[src/rtl/sticky_flag_reader_pkg.sv]
// Shared types, default parameters and helpers for the sticky flag reader.
package sticky_flag_reader_pkg;

    localparam int N_DEFAULT     = 8;
    localparam int CNT_W_DEFAULT = 8;

    typedef enum logic {
        IDLE = 1'b0,
        RESP = 1'b1
    } state_e;

    // Number of set bits in a 32-bit vector; flags narrower than 32 are zero-padded by the caller.
    function automatic logic [5:0] popcount32(input logic [31:0] v);
        logic [5:0] c;
        c = 6'd0;
        for (int i = 0; i < 32; i++) begin
            c = c + {5'd0, v[i]};
        end
        return c;
    endfunction

endpackage

[src/rtl/sticky_flag_cell.sv]
// One sticky flag bit with its lost-event bit; a set pulse always wins over a clear.
module sticky_flag_cell (
    input  logic clk,
    input  logic r_n,
    input  logic set,
    input  logic clr,
    output logic flag,
    output logic lost,
    output logic lost_ev
);

    logic flag_r;
    logic lost_r;

    // Flag and lost storage; a set arriving on an already-set flag is a lost event.
    always_ff @(posedge clk or negedge r_n) begin
        if (!r_n) begin
            flag_r <= 1'b0;
            lost_r <= 1'b0;
        end else begin
            flag_r <= set | (flag_r & ~clr);
            lost_r <= (set & flag_r) | (lost_r & ~clr);
        end
    end

    assign flag    = flag_r;
    assign lost    = lost_r;
    assign lost_ev = set & flag_r;

endmodule

[src/rtl/sticky_flag_reader.sv]
// Sticky event flags with a valid/ready read port (peek or read-to-clear), lost-event counter and level irq.
// Optional irq mask register and ports are built when STICKY_FLAG_MASK_EN is defined.
module sticky_flag_reader
    import sticky_flag_reader_pkg::*;
#(
    parameter int N     = N_DEFAULT,
    parameter int CNT_W = CNT_W_DEFAULT
) (
    input  logic             clk,
    input  logic             r_n,
    input  logic [N-1:0]     set_in,
    input  logic             rd_valid,
    input  logic             rd_clear,
    output logic             rd_ready,
    output logic             rsp_valid,
    input  logic             rsp_ready,
`ifdef STICKY_FLAG_MASK_EN
    input  logic             mask_wr,
    input  logic [N-1:0]     mask_data,
`endif
    output logic [N-1:0]     rsp_data,
    output logic [N-1:0]     rsp_lost,
    output logic [CNT_W-1:0] lost_cnt,
    output logic             irq
);

    localparam logic [CNT_W-1:0] CNT_MAX = {CNT_W{1'b1}};

    state_e           state_r;
    logic             rd_ready_r;
    logic             rsp_valid_r;
    logic [N-1:0]     rsp_data_r;
    logic [N-1:0]     rsp_lost_r;
    logic [CNT_W-1:0] cnt_r;
    logic             irq_r;

    logic [N-1:0]     flags_s;
    logic [N-1:0]     lost_s;
    logic [N-1:0]     lost_ev_s;
    logic             hs_s;
    logic             clr_s;
    logic [31:0]      ev32_s;
    logic [5:0]       ev_cnt_s;
    logic [CNT_W-1:0] cnt_base_s;
    logic [CNT_W+5:0] cnt_sum_s;
    logic [CNT_W-1:0] cnt_next_s;

    assign hs_s  = rd_valid & rd_ready_r;
    assign clr_s = hs_s & rd_clear;

    // Every flag is part of the snapshot, so a read-clear clears all of them; pending sets still win.
    generate
        for (genvar i = 0; i < N; i++) begin : g_cell
            sticky_flag_cell u_cell (
                .clk     (clk),
                .r_n     (r_n),
                .set     (set_in[i]),
                .clr     (clr_s),
                .flag    (flags_s[i]),
                .lost    (lost_s[i]),
                .lost_ev (lost_ev_s[i])
            );
        end
    endgenerate

    // Saturating next value of the lost counter, restarting from zero on a read-clear.
    always_comb begin
        ev32_s          = 32'd0;
        ev32_s[N-1:0]   = lost_ev_s;
        ev_cnt_s        = popcount32(ev32_s);
        if (clr_s) begin
            cnt_base_s = {CNT_W{1'b0}};
        end else begin
            cnt_base_s = cnt_r;
        end
        cnt_sum_s = (CNT_W+6)'(cnt_base_s) + (CNT_W+6)'(ev_cnt_s);
        if (cnt_sum_s > (CNT_W+6)'(CNT_MAX)) begin
            cnt_next_s = CNT_MAX;
        end else begin
            cnt_next_s = cnt_sum_s[CNT_W-1:0];
        end
    end

    // Read FSM with registered handshake outputs and snapshot registers.
    always_ff @(posedge clk or negedge r_n) begin
        if (!r_n) begin
            state_r     <= IDLE;
            rd_ready_r  <= 1'b0;
            rsp_valid_r <= 1'b0;
            rsp_data_r  <= {N{1'b0}};
            rsp_lost_r  <= {N{1'b0}};
        end else begin
            case (state_r)
                IDLE: begin
                    if (hs_s) begin
                        state_r     <= RESP;
                        rd_ready_r  <= 1'b0;
                        rsp_valid_r <= 1'b1;
                        rsp_data_r  <= flags_s;
                        rsp_lost_r  <= lost_s;
                    end else begin
                        rd_ready_r  <= 1'b1;
                        rsp_valid_r <= 1'b0;
                    end
                end
                RESP: begin
                    if (rsp_ready) begin
                        state_r     <= IDLE;
                        rd_ready_r  <= 1'b1;
                        rsp_valid_r <= 1'b0;
                    end else begin
                        rd_ready_r  <= 1'b0;
                        rsp_valid_r <= 1'b1;
                    end
                end
                default: begin
                    state_r     <= IDLE;
                    rd_ready_r  <= 1'b1;
                    rsp_valid_r <= 1'b0;
                end
            endcase
        end
    end

    // Lost-event counter register.
    always_ff @(posedge clk or negedge r_n) begin
        if (!r_n) begin
            cnt_r <= {CNT_W{1'b0}};
        end else begin
            cnt_r <= cnt_next_s;
        end
    end

`ifdef STICKY_FLAG_MASK_EN
    logic [N-1:0] mask_r;

    // Mask resets to all-masked; it only gates the interrupt, never the stored flags.
    always_ff @(posedge clk or negedge r_n) begin
        if (!r_n) begin
            mask_r <= {N{1'b1}};
        end else if (mask_wr) begin
            mask_r <= mask_data;
        end else begin
            mask_r <= mask_r;
        end
    end

    // Registered level interrupt from unmasked flags.
    always_ff @(posedge clk or negedge r_n) begin
        if (!r_n) begin
            irq_r <= 1'b0;
        end else begin
            irq_r <= |(flags_s & ~mask_r);
        end
    end
`else
    // Registered level interrupt from any set flag.
    always_ff @(posedge clk or negedge r_n) begin
        if (!r_n) begin
            irq_r <= 1'b0;
        end else begin
            irq_r <= |flags_s;
        end
    end
`endif

    assign rd_ready  = rd_ready_r;
    assign rsp_valid = rsp_valid_r;
    assign rsp_data  = rsp_data_r;
    assign rsp_lost  = rsp_lost_r;
    assign lost_cnt  = cnt_r;
    assign irq       = irq_r;

endmodule

[config.mk]
export PLATFORM = sky130hd
export DESIGN_NAME = sticky_flag_reader
export DESIGN_NICKNAME = d
export VERILOG_FILES = /design/src/rtl/sticky_flag_reader_pkg.sv /design/src/rtl/sticky_flag_cell.sv /design/src/rtl/sticky_flag_reader.sv
export SDC_FILE = /design/constraint.sdc
export NUM_CORES = 1
export LEC_CHECK = 0
export CORE_ASPECT_RATIO = 1.75
export CORE_MARGIN = 5
export CORE_UTILIZATION = 54
export CTS_CLUSTER_DIAMETER = 120
export DETAILED_ROUTE_END_ITERATION = 12
export PLACE_DENSITY_LB_ADDON = 0.25
export SLEW_MARGIN = 20
export SYNTH_ARGS = -nofsm -noshare
export SYNTH_HDL_FRONTEND = slang
export SYNTH_SLANG_ARGS = --single-unit
[constraint.sdc]
create_clock -name clk -period 11.41 [get_ports clk]
set_clock_uncertainty 0.05 [all_clocks]
set_input_delay 1.7115 -clock clk [delete_from_list [all_inputs] [get_ports clk]]
set_output_delay 1.7115 -clock clk [all_outputs]
set_load 0.05 [all_outputs]
Word level (Yosys, flattened, before mapping)
Index checks and enable logic that the tools add are counted.
Storage, ports and cells
  input bits: 13
  word-level logic and storage cells: 85
  register bits after elaboration: 43
  output and inout bits: 27
Operators by class
  add/subtract/negate cells: 8
  bitwise gates (word level): 44
  reduce and logical (&&, ||, !) cells: 2
  muxes and demuxes: 8
  magnitude comparators: 1
Operators by type and width (count)
  $and 1x1->1: 26
  $mux 8: 2
  $or 1x1->1: 16
  $add 6x1->6: 2
  $add 8x6->9: 1
  $gt 9x8->1 const B: 1
  $reduce_or 8->1: 1
  $add 5x1->6: 1
  $add 4x1->5: 1
  $add 3x1->4: 1
  $mux 1: 4
  $pmux 1 s2: 2
  $add 2x1->3: 1
  $add 1x1->2: 1
  $not 1->1: 2
  $reduce_and 2->1: 1

Longest topological paths before layout
Gate-level depths: netlist of run 1.
  depth after elaboration: 11
  mapped depth: 14
  gate-level depth less buffers: 13

Hierarchy
A second synthesis of run 1 with hierarchy kept.
Second synthesis, totals
  cells, all modules: 163
  area, all modules: 2010.7 µm²
Modules (own cells, without submodules)
  sticky_flag_reader: instances 1, cells an instance 115, area an instance 1380.1 µm²
  sticky_flag_cell: instances 8, cells an instance 6, area an instance 78.8 µm²

Worst setup path after synthesis of run 1
No wires, ideal clock.
  path kind: input -> register
  from: input port rd_valid
  to: register cnt_r[5], in the netlist lost_cnt[5]
  library setup time: 0.094 ns
  stages: 14
  arrival: 5.253 ns
  data required time: 11.266 ns
  slack: 6.013 ns
  buffers on the path: 1
  cell sequence: nand3_1 clkbuf_1 nand2_1 fa_1 fa_1 inv_1 fa_1 fa_1 inv_1 fa_1 nand2b_2 a21oi_4 a41oi_1 a211oi_1
Between the ends
  word-level cells in the longest chain between the ends: 6
RTL lines
  start: declaration: line sticky_flag_reader.sv:12  | input logic rd_valid,
  $and 1x1->1 (*): line sticky_flag_reader.sv:48  | assign hs_s = rd_valid & rd_ready_r;
  $and 1x1->1 (*): line sticky_flag_reader.sv:49  | assign clr_s = hs_s & rd_clear;
  $mux 8 (*): line sticky_flag_reader.sv:71  | if (clr_s) begin
  $add 8x6->9 (*): line sticky_flag_reader.sv:76  | cnt_sum_s = (CNT_W+6)'(cnt_base_s) + (CNT_W+6)'(ev_cnt_s);
  $gt 9x8->1: line sticky_flag_reader.sv:77  | if (cnt_sum_s > (CNT_W+6)'(CNT_MAX)) begin
  $mux 8 (*): line sticky_flag_reader.sv:77
  named net cnt_next_s[5]: line sticky_flag_reader.sv:46  | logic [CNT_W-1:0] cnt_next_s;
  end signal: assignment: line sticky_flag_reader.sv:128  | cnt_r <= {CNT_W{1'b0}};
  end signal: assignment: line sticky_flag_reader.sv:130  | cnt_r <= cnt_next_s;
  end: declaration: line sticky_flag_reader.sv:34  | logic [CNT_W-1:0] cnt_r;
The timed path passes the listed nets; every way through them passes the cells marked *.
A chain may end at the register's enable or synchronous reset.

Final worst setup path of run 1
Same ends and word-level chain as after synthesis.

==> results.cfg, run 1 <==
[outcome]
status = finished clean

[floorplan]
initial_core_util_pct = 55.9
die_width_um = 54.8
design.core.area_um2 = 3400
floorplan.rows = 28
die-area_um2 = 4850
die_h_um = 88.5
pin_count = 40

[critical_path]
crit_path_end_kind = register
cp.required_ps = 11570
crit_arrival_ps = 6310
critPathBufInv = 3
critPathMaxStageDelay_ps = 620
cpMostUsedCell = fa_1
path_cells = clkdlybuf4s50_1, nand3_1, nand2_1, fa_1, fa_1, inv_1, fa_1, fa_1, inv_1, fa_1, nand2b_2, a21oi_4, a41oi_1, a211oi_1
startpoint_type = input port
cpMaxStageDelayCell = nand3_1
crit_family = adder cells
path_class = input port to register
path_max_fanout = 23

[sta]
worst_hold_slack_ps = 429
setup_viol = 0
period_share_pct = 54.0
worst_slew_pin_slew_ps = 916
tns_ps = 0
slew-limit-headroom_pct = 38.9
hold_viol_final = 0
max_freq_mhz = 162
rsz0062_at_grt = false
period_needed_ps = 6160
slew_violations = 0

[power]
peakVddDrop_v = 0.000254
swShare_pct = 46.7
p_seq_share_pct = 30.5
pwr-share-clk_pct = 12.2
p_leak_nw = 1.00
power.density_nw_per_um2 = 319
power.switching_mw = 0.359
power_mw = 0.770
comb_power_share_pct = 57.4
power.internal_mw = 0.410

[detailed_routing]
wl_per_cell_um = 16.5
viasPerCell = 5.48
wirelength_um = 3940
firstDrtPassIters = 4
dr.first_iter.drc_count = 33
postRouteAntennaNets = 0
num_vias = 1309
drc = 0

[final_layout]
finalNetCount = 217
diodes = 0
drive_above_1_share_pct = 13.9
postLayoutCellArea_um2 = 2410
multi_input_area_um2 = 774
fin_cells = 239
final-seq-area_um2 = 1080
syn2layout_area_growth_pct = 26.9
n_fill_cell = 264

[place]
port_buffers = 39
placed_area_um2 = 2330
gp_congestion = 0.870
dp_hpwl_um = 2990
dp.cells = 231

[synth]
avgSynthCellArea_um2 = 12.7
syn_inst = 150
syn_area_um2 = 1900
synth.most_common_cell = dfrtp_1
synth_ff_type = dfrtp_1
synth.area.top_cells = dfrtp_1, mux2_2, fa_1, a21o_1, ha_1
ys_seq_area_share_pct = 56.7
synth_top_area_cell = dfrtp_1
synth_nets = 174
async_flop_share_pct = 100
synth_common_cells = dfrtp_1, nand2_1, mux2_2
synth_edf_count = 0
ys_types = 31
synth_top_area_share_pct = 56.7
yosys_warnings = 0
ys_ff_latch = 43

[clock_tree]
cts-htree-levels = 2
clock_sinks = 43
cts_resized = 0
clk_pin_slew_ps = 80
cts_tree = built
cts_root_buf = clkbuf_8
cts_buffers = 5
cts_hold_buffers = 0
cts.path.max_buffers = 2
post_cts_buffers = 0
insertion_delay_ps = 290

[global_route]
grt_usage_pct = 18.6
antenna_found_initial = 0
grt_overflow_total = 0
grt_max_degree = 44
grt_pass1_vias = 1430
grt_first_pass_wirelength_um = 6470

[run]
drv_cap = 0

[hold_path]
hold_class = register to register
-- cell usage in the layout (no fill, tap or decap), types with 2 or more instances in the layout --
master	count
and3_1	2
mux2_1	2
nand2_1	19
a21o_1	13
dfrtp_1	43
nor4_1	2
fa_1	5
ha_1	6
clkbuf_8	5
a211oi_1	4
xor2_1	2
inv_1	9
and2_1	7
a21oi_1	2
clkdlybuf4s50_1	38
mux2_2	14
o21ai_0	2
nor2_1	2
-- cell families (layout without fill, tap and decap cells) --
| group | Yosys count | after routing | share of synthesized area (%) |
|---|---|---|---|
| buf+inv | 12 | 56 | 2.57 |
| mux | 16 | 16 | 9.49 |
| simple gates | 39 | 39 | 10.4 |
| fa+ha+maj | 11 | 11 | 9.22 |
| xor+xnor | 2 | 2 | 0.922 |
| flops | 43 | 43 | 56.7 |
| compound gates | 27 | 27 | 10.7 |
-- flip-flops by register name (all words and copies together), names as in the netlist --
signal and cells:
g_cell.u_cell.flag 8, g_cell.u_cell.lost 8, irq 1, lost_cnt 8
rd_ready 1, rsp_data 8, rsp_lost 8, rsp_valid 1
-- worst paths after layout --
check                      slack [ps]                   from               endpoint  depth (start not counted)
max in group asynchronous        9250                    r_n            rsp_data[5]                          1
hold / removal                    430  g_cell[7].u_cell.lost  g_cell[7].u_cell.lost                          2
setup reg to reg                 6790               rd_ready            lost_cnt[5]                         13
setup / recovery                 5250               rd_valid            lost_cnt[5]                         14
min in group asynchronous        1500                    r_n            rsp_lost[4]                          1
hold reg to reg                   430  g_cell[7].u_cell.lost  g_cell[7].u_cell.lost                          2
-- per-stage QoR --
step / utilization (%) / setup slack, ps
finish: 70.9 / 5250
global route: 70.9 / 4950
CTS: 70.9 / 5260
detailed placement: 68.4 / 4960
global placement: 68.4 / 5090
floorplan: - / 6010
-- worst register-to-register path: cells and delay by family, from the launching register on --
kind / cells / cell delay (ps)
buffers and inverters: 2 / 130
and+or+nand+nor: 3 / 1050
AOI/OAI and AO/OA: 3 / 610
adders and majority gates: 5 / 2290
DFF: 1 / 410
-- area by class of cell --
class / instances / share of cell area, %
sequential: 43 / 44.6
multi-input combinational: 95 / 32.1
timing repair buffer: 39 / 16.0
clock buffer: 6 / 3.01
tap: 45 / 2.34
inverter: 9 / 1.40
clock inverter: 2 / 0.519
-- routing by layer --
layer	global-route usage [%]	vias to the layer above	share of wire (%)
met4	9.30	0	2.9
met3	4.72	11	5.1
met2	31.7	35	55
li1	-	600	-
met1	20.7	663	37
met5	0	-	0
-- power by group through the flow --
stage / sequential (mW) / combinational (mW) / clock [mW]
finish: 0.234 / 0.442 / 0.0937
global route: 0.241 / 0.471 / 0.102
CTS: 0.234 / 0.445 / 0.0960
detailed placement: 0.237 / 0.442 / 0
global placement: 0.233 / 0.425 / 0
floorplan: 0.373 / 0.164 / 0
Note: power is estimated with default switching activity, not from simulation.
==> run 2: changes to the inputs <==
--- a/config.mk
+++ b/config.mk
@@ -7,7 +7,7 @@
 export LEC_CHECK = 0
 export CORE_ASPECT_RATIO = 1.75
 export CORE_MARGIN = 5
-export CORE_UTILIZATION = 54
+export CORE_UTILIZATION = 50
 export CTS_CLUSTER_DIAMETER = 120
 export DETAILED_ROUTE_END_ITERATION = 12
 export PLACE_DENSITY_LB_ADDON = 0.25
==> constraint.sdc (replaced) <==
create_clock -name clk -period 6.2 [get_ports clk]
set_clock_uncertainty 0.05 [all_clocks]
set_input_delay 0.93 -clock clk [delete_from_list [all_inputs] [get_ports clk]]
set_output_delay 0.93 -clock clk [all_outputs]
set_load 0.05 [all_outputs]
==> results.cfg, run 2 (synthesis results as in run 1) <==
[clock_tree]
cts_tree = built
clk_pin_slew_ps = 80
cts-htree-levels = 2
cts_root_buf = clkbuf_8
cts_resized = 0
clock_sinks = 43
cts_buffers = 5
cts_hold_buffers = 0
post_cts_buffers = 0
cts.path.max_buffers = 2
insertion_delay_ps = 290

[final_layout]
final-seq-area_um2 = 1080
multi_input_area_um2 = 774
fin_cells = 241
diodes = 0
syn2layout_area_growth_pct = 29.1
postLayoutCellArea_um2 = 2450
finalNetCount = 218
drive_above_1_share_pct = 14.9
n_fill_cell = 285
layout_common_cells = dfrtp_1, clkdlybuf4s50_1, nand2_1, mux2_2, a21o_1
final_common_cell = dfrtp_1

[detailed_routing]
firstDrtPassIters = 4
dr.first_iter.drc_count = 8
drc = 0
wl_met3_um = 163
wirelength_um = 3700
wl_met1_um = 1450
highest_layer = met4
wl_per_cell_um = 15.3
dr_wl_met2_um = 2030
viasPerCell = 5.34
postRouteAntennaNets = 0
num_vias = 1287

[place]
place_ws_ps = 984
dp_hpwl_um = 2810
gp_congestion = 0.921
port_buffers = 39
dp.cells = 233
placed_area_um2 = 2330

[floorplan]
die_width_um = 56.6
floorplan.rows = 29
die_h_um = 91.5
pin_count = 40
die-area_um2 = 5180
initial_core_util_pct = 51.8
design.core.area_um2 = 3660

[outcome]
status = finished clean

[sta]
tns_ps = 0
period_needed_ps = 4880
setup_viol = 0
rsz0062_at_grt = false
max_freq_mhz = 205
worst_slew_pin_slew_ps = 909
setup_slack_ps = 1320
slew-limit-headroom_pct = 39.4
slew_violations = 0
hold_viol_final = 0
period_share_pct = 78.7

[critical_path]
path_class = input port to register
crit_arrival_ps = 5030
path_max_fanout = 23
reg2reg_slack_ps = 2020
cp.required_ps = 6350
startpoint_type = input port
crit_path_end_kind = register

[global_route]
grt_overflow_total = 0
grt_usage_pct = 15.7
grt_first_pass_wirelength_um = 6350
grt_pass1_vias = 1369
antenna_found_initial = 0
grt_max_degree = 44

[power]
power_mw = 1.45
p_leak_nw = 1.03
peakVddDrop_v = 0.000366
power.density_nw_per_um2 = 590

[hold_path]
hold_class = register to register

[run]
drv_cap = 0
run 2: cell count changes in the layout (fill, tap and decap cells not counted), sizes merged:
cell      change
bufinv        +1
clkinvlp      -1
buf           +1
run 2: metrics by stage:
stage               utilization, %  hold WS (ps)
global route                  66.9           461
CTS                           66.9           432
detailed placement            63.7           411
floorplan                        -           389
finish                        66.9           430
global placement              63.7           410
run 2: worst paths after layout:
path                                            start                    end  cells after the start
worst max-delay path                         rd_valid            lost_cnt[5]                     15
worst min-delay path            g_cell[0].u_cell.lost  g_cell[0].u_cell.lost                      2
worst min register to register  g_cell[0].u_cell.lost  g_cell[0].u_cell.lost                      2
worst max register to register               rd_ready            lost_cnt[5]                     14
min in group asynchronous                         r_n            rsp_lost[4]                      1
max in group asynchronous                         r_n  g_cell[1].u_cell.flag                      1
run 2: layout make-up:
type / count / area share (%)
Sequential cell: 43 / 43.9
Multi-Input combinational cell: 95 / 31.6
Timing Repair Buffer: 40 / 16.0
Clock buffer: 6 / 3.37
Tap cell: 46 / 2.35
Clock inverter: 2 / 1.43
Inverter: 9 / 1.38
run 2: report_power, final:
part / switching, mW / total [mW] / internal [mW]
Sequential: 0.0562 / 0.429 / 0.373
Combinational: 0.499 / 0.798 / 0.299
Clock: 0.0900 / 0.220 / 0.130
Total: 0.645 / 1.45 / 0.802
run 2: worst max-delay path, cell delays in order:
cell and delay (ps):
clkdlybuf4s50_1 460, nand3_1 110, buf_4 250, nand2_1 110, fa_1 510, fa_1 540
inv_1 60, fa_1 570, fa_1 220, inv_1 60, fa_1 390, nand2b_2 210
a21oi_4 200, a41oi_1 140, a211oi_1 250
run 2: metal layers:
layer | GRT usage, % | up-vias
met3 | 3.69 | 5
met2 | 29.1 | 29
met4 | 4.75 | 0
met5 | 0 | -
met1 | 17.2 | 647
li1 | - | 606
==> run 3: changes to the inputs <==
==> constraint.sdc (replaced) <==
create_clock -name clk -period 4.55 [get_ports clk]
set_clock_uncertainty 0.05 [all_clocks]
set_input_delay 0.6825 -clock clk [delete_from_list [all_inputs] [get_ports clk]]
set_output_delay 0.6825 -clock clk [all_outputs]
set_load 0.05 [all_outputs]
==> results.cfg, run 3 (synthesis results as in run 1) <==
[hold_path]
hold_depth = 2
min_to = g_cell[2].u_cell.lost
worstHoldStart = g_cell[2].u_cell.lost
hold_class = register to register

[detailed_routing]
firstDrtPassIters = 4
wl_per_cell_um = 17.3
viasPerCell = 5.36
num_vias = 1297
postRouteAntennaNets = 0
dr.first_iter.drc_count = 24
wirelength_um = 4190
drc = 0

[power]
p_leak_nw = 1.02
peakVddDrop_v = 0.000522
power_mw = 1.96
power.density_nw_per_um2 = 804

[clock_tree]
clock_sinks = 43
cts_hold_buffers = 0
cts_resized = 0
cts_buffers = 5
insertion_delay_ps = 280
cts.path.max_buffers = 2
cts-htree-levels = 2
cts_tree = built
clk_pin_slew_ps = 70
cts_root_buf = clkbuf_8
post_cts_buffers = 0

[sta]
slew-limit-headroom_pct = 37.7
slew_violations = 0
max_freq_mhz = 228
setup_viol = 0
worst_slew_pin_slew_ps = 935
rsz0062_at_grt = true
tns_ps = 0
worst_hold_slack_ps = 430
hold_viol_final = 0
period_needed_ps = 4380
period_share_pct = 96.2

[floorplan]
die_h_um = 91.5
design.core.area_um2 = 3660
floorplan.rows = 29
initial_core_util_pct = 51.8
die-area_um2 = 5180
pin_count = 40
die_width_um = 56.6

[place]
dp.cells = 235
dp_hpwl_um = 3180
gp_congestion = 0.896
port_buffers = 39

[critical_path]
path_class = input port to register
rr_startpoint = rd_ready
path_max_fanout = 6
crit_path_end_kind = register
r2r_end = lost_cnt[6]
startpoint_type = input port
reg2reg_slack_ps = 620
crit_arrival_ps = 4510
cp.required_ps = 4690
rr_worst_depth = 13

[global_route]
grt_overflow_total = 0
grt_usage_pct = 17.8
grt_pass1_vias = 1382
grt_first_pass_wirelength_um = 7020
antenna_found_initial = 0
grt_max_degree = 44

[final_layout]
syn2layout_area_growth_pct = 28.6
diodes = 0
fin_cells = 242
drive_above_1_share_pct = 15.8
layout_common_cells = dfrtp_1, clkdlybuf4s50_1, nand2_1, mux2_2, a21o_1
finalNetCount = 220
fin_util_pct = 66.6
final_common_cell = dfrtp_1

[outcome]
status = finished clean

[run]
drv_cap = 0
## run 3: cell count changes in the layout (fill, tap and decap cells not counted), sizes merged
cell,delta
buf,+2
bufinv,-1
## run 3: area by class of cell
| class | instances | area [µm²] |
|---|---|---|
| clock buffer | 6 | 82.6 |
| clock inverter | 1 | 5.00 |
| fill | 287 | 1220 |
| inverter | 9 | 33.8 |
| multi-input combinational | 95 | 779 |
| sequential | 43 | 1080 |
| tap | 46 | 57.6 |
| timing repair buffer | 42 | 408 |
## run 3: worst max path at each step
stage / from / end / slack, ps
CTS: rd_valid / lost_cnt[6] / 180
global placement: rd_valid / lost_cnt[5] / 30
global route: rd_valid / lost_cnt[6] / -30
detailed placement: rd_valid / lost_cnt[5] / -130
finish: rd_valid / lost_cnt[6] / 170
floorplan: rd_ready / lost_cnt[5] / 180
## run 3: routing by layer
metal	vias up	global-route usage [%]	wire length (µm)
met2	38	31.7	2400
met4	0	8.32	93
li1	602	-	-
met5	-	0	0
met1	650	19.6	1510
met3	7	4.11	186
## run 3: stage by stage
step / setup WS, ps / instance area [µm²]
global placement: 27.6 / 2350
floorplan: 180 / 1900
finish: 172 / 2440
global route: -30.9 / 2440
CTS: 177 / 2440
detailed placement: -132 / 2350
## run 3: power by group
| part | total, mW | internal [mW] | switching [mW] |
|---|---|---|---|
| combinational | 1.14 | 0.429 | 0.710 |
| sequential | 0.589 | 0.508 | 0.0803 |
| clock | 0.236 | 0.119 | 0.117 |
## run 3: critical path, stage by stage
cell and delay (ps):
clkdlybuf4s50_1 460, nand3_1 130, nand2_1 80, fa_1 510, fa_1 540, inv_1 50, fa_1 580, fa_1 210
inv_1 60, fa_1 390, nand2b_2 230, a21oi_4 210, a31oi_1 110, a311oi_1 260
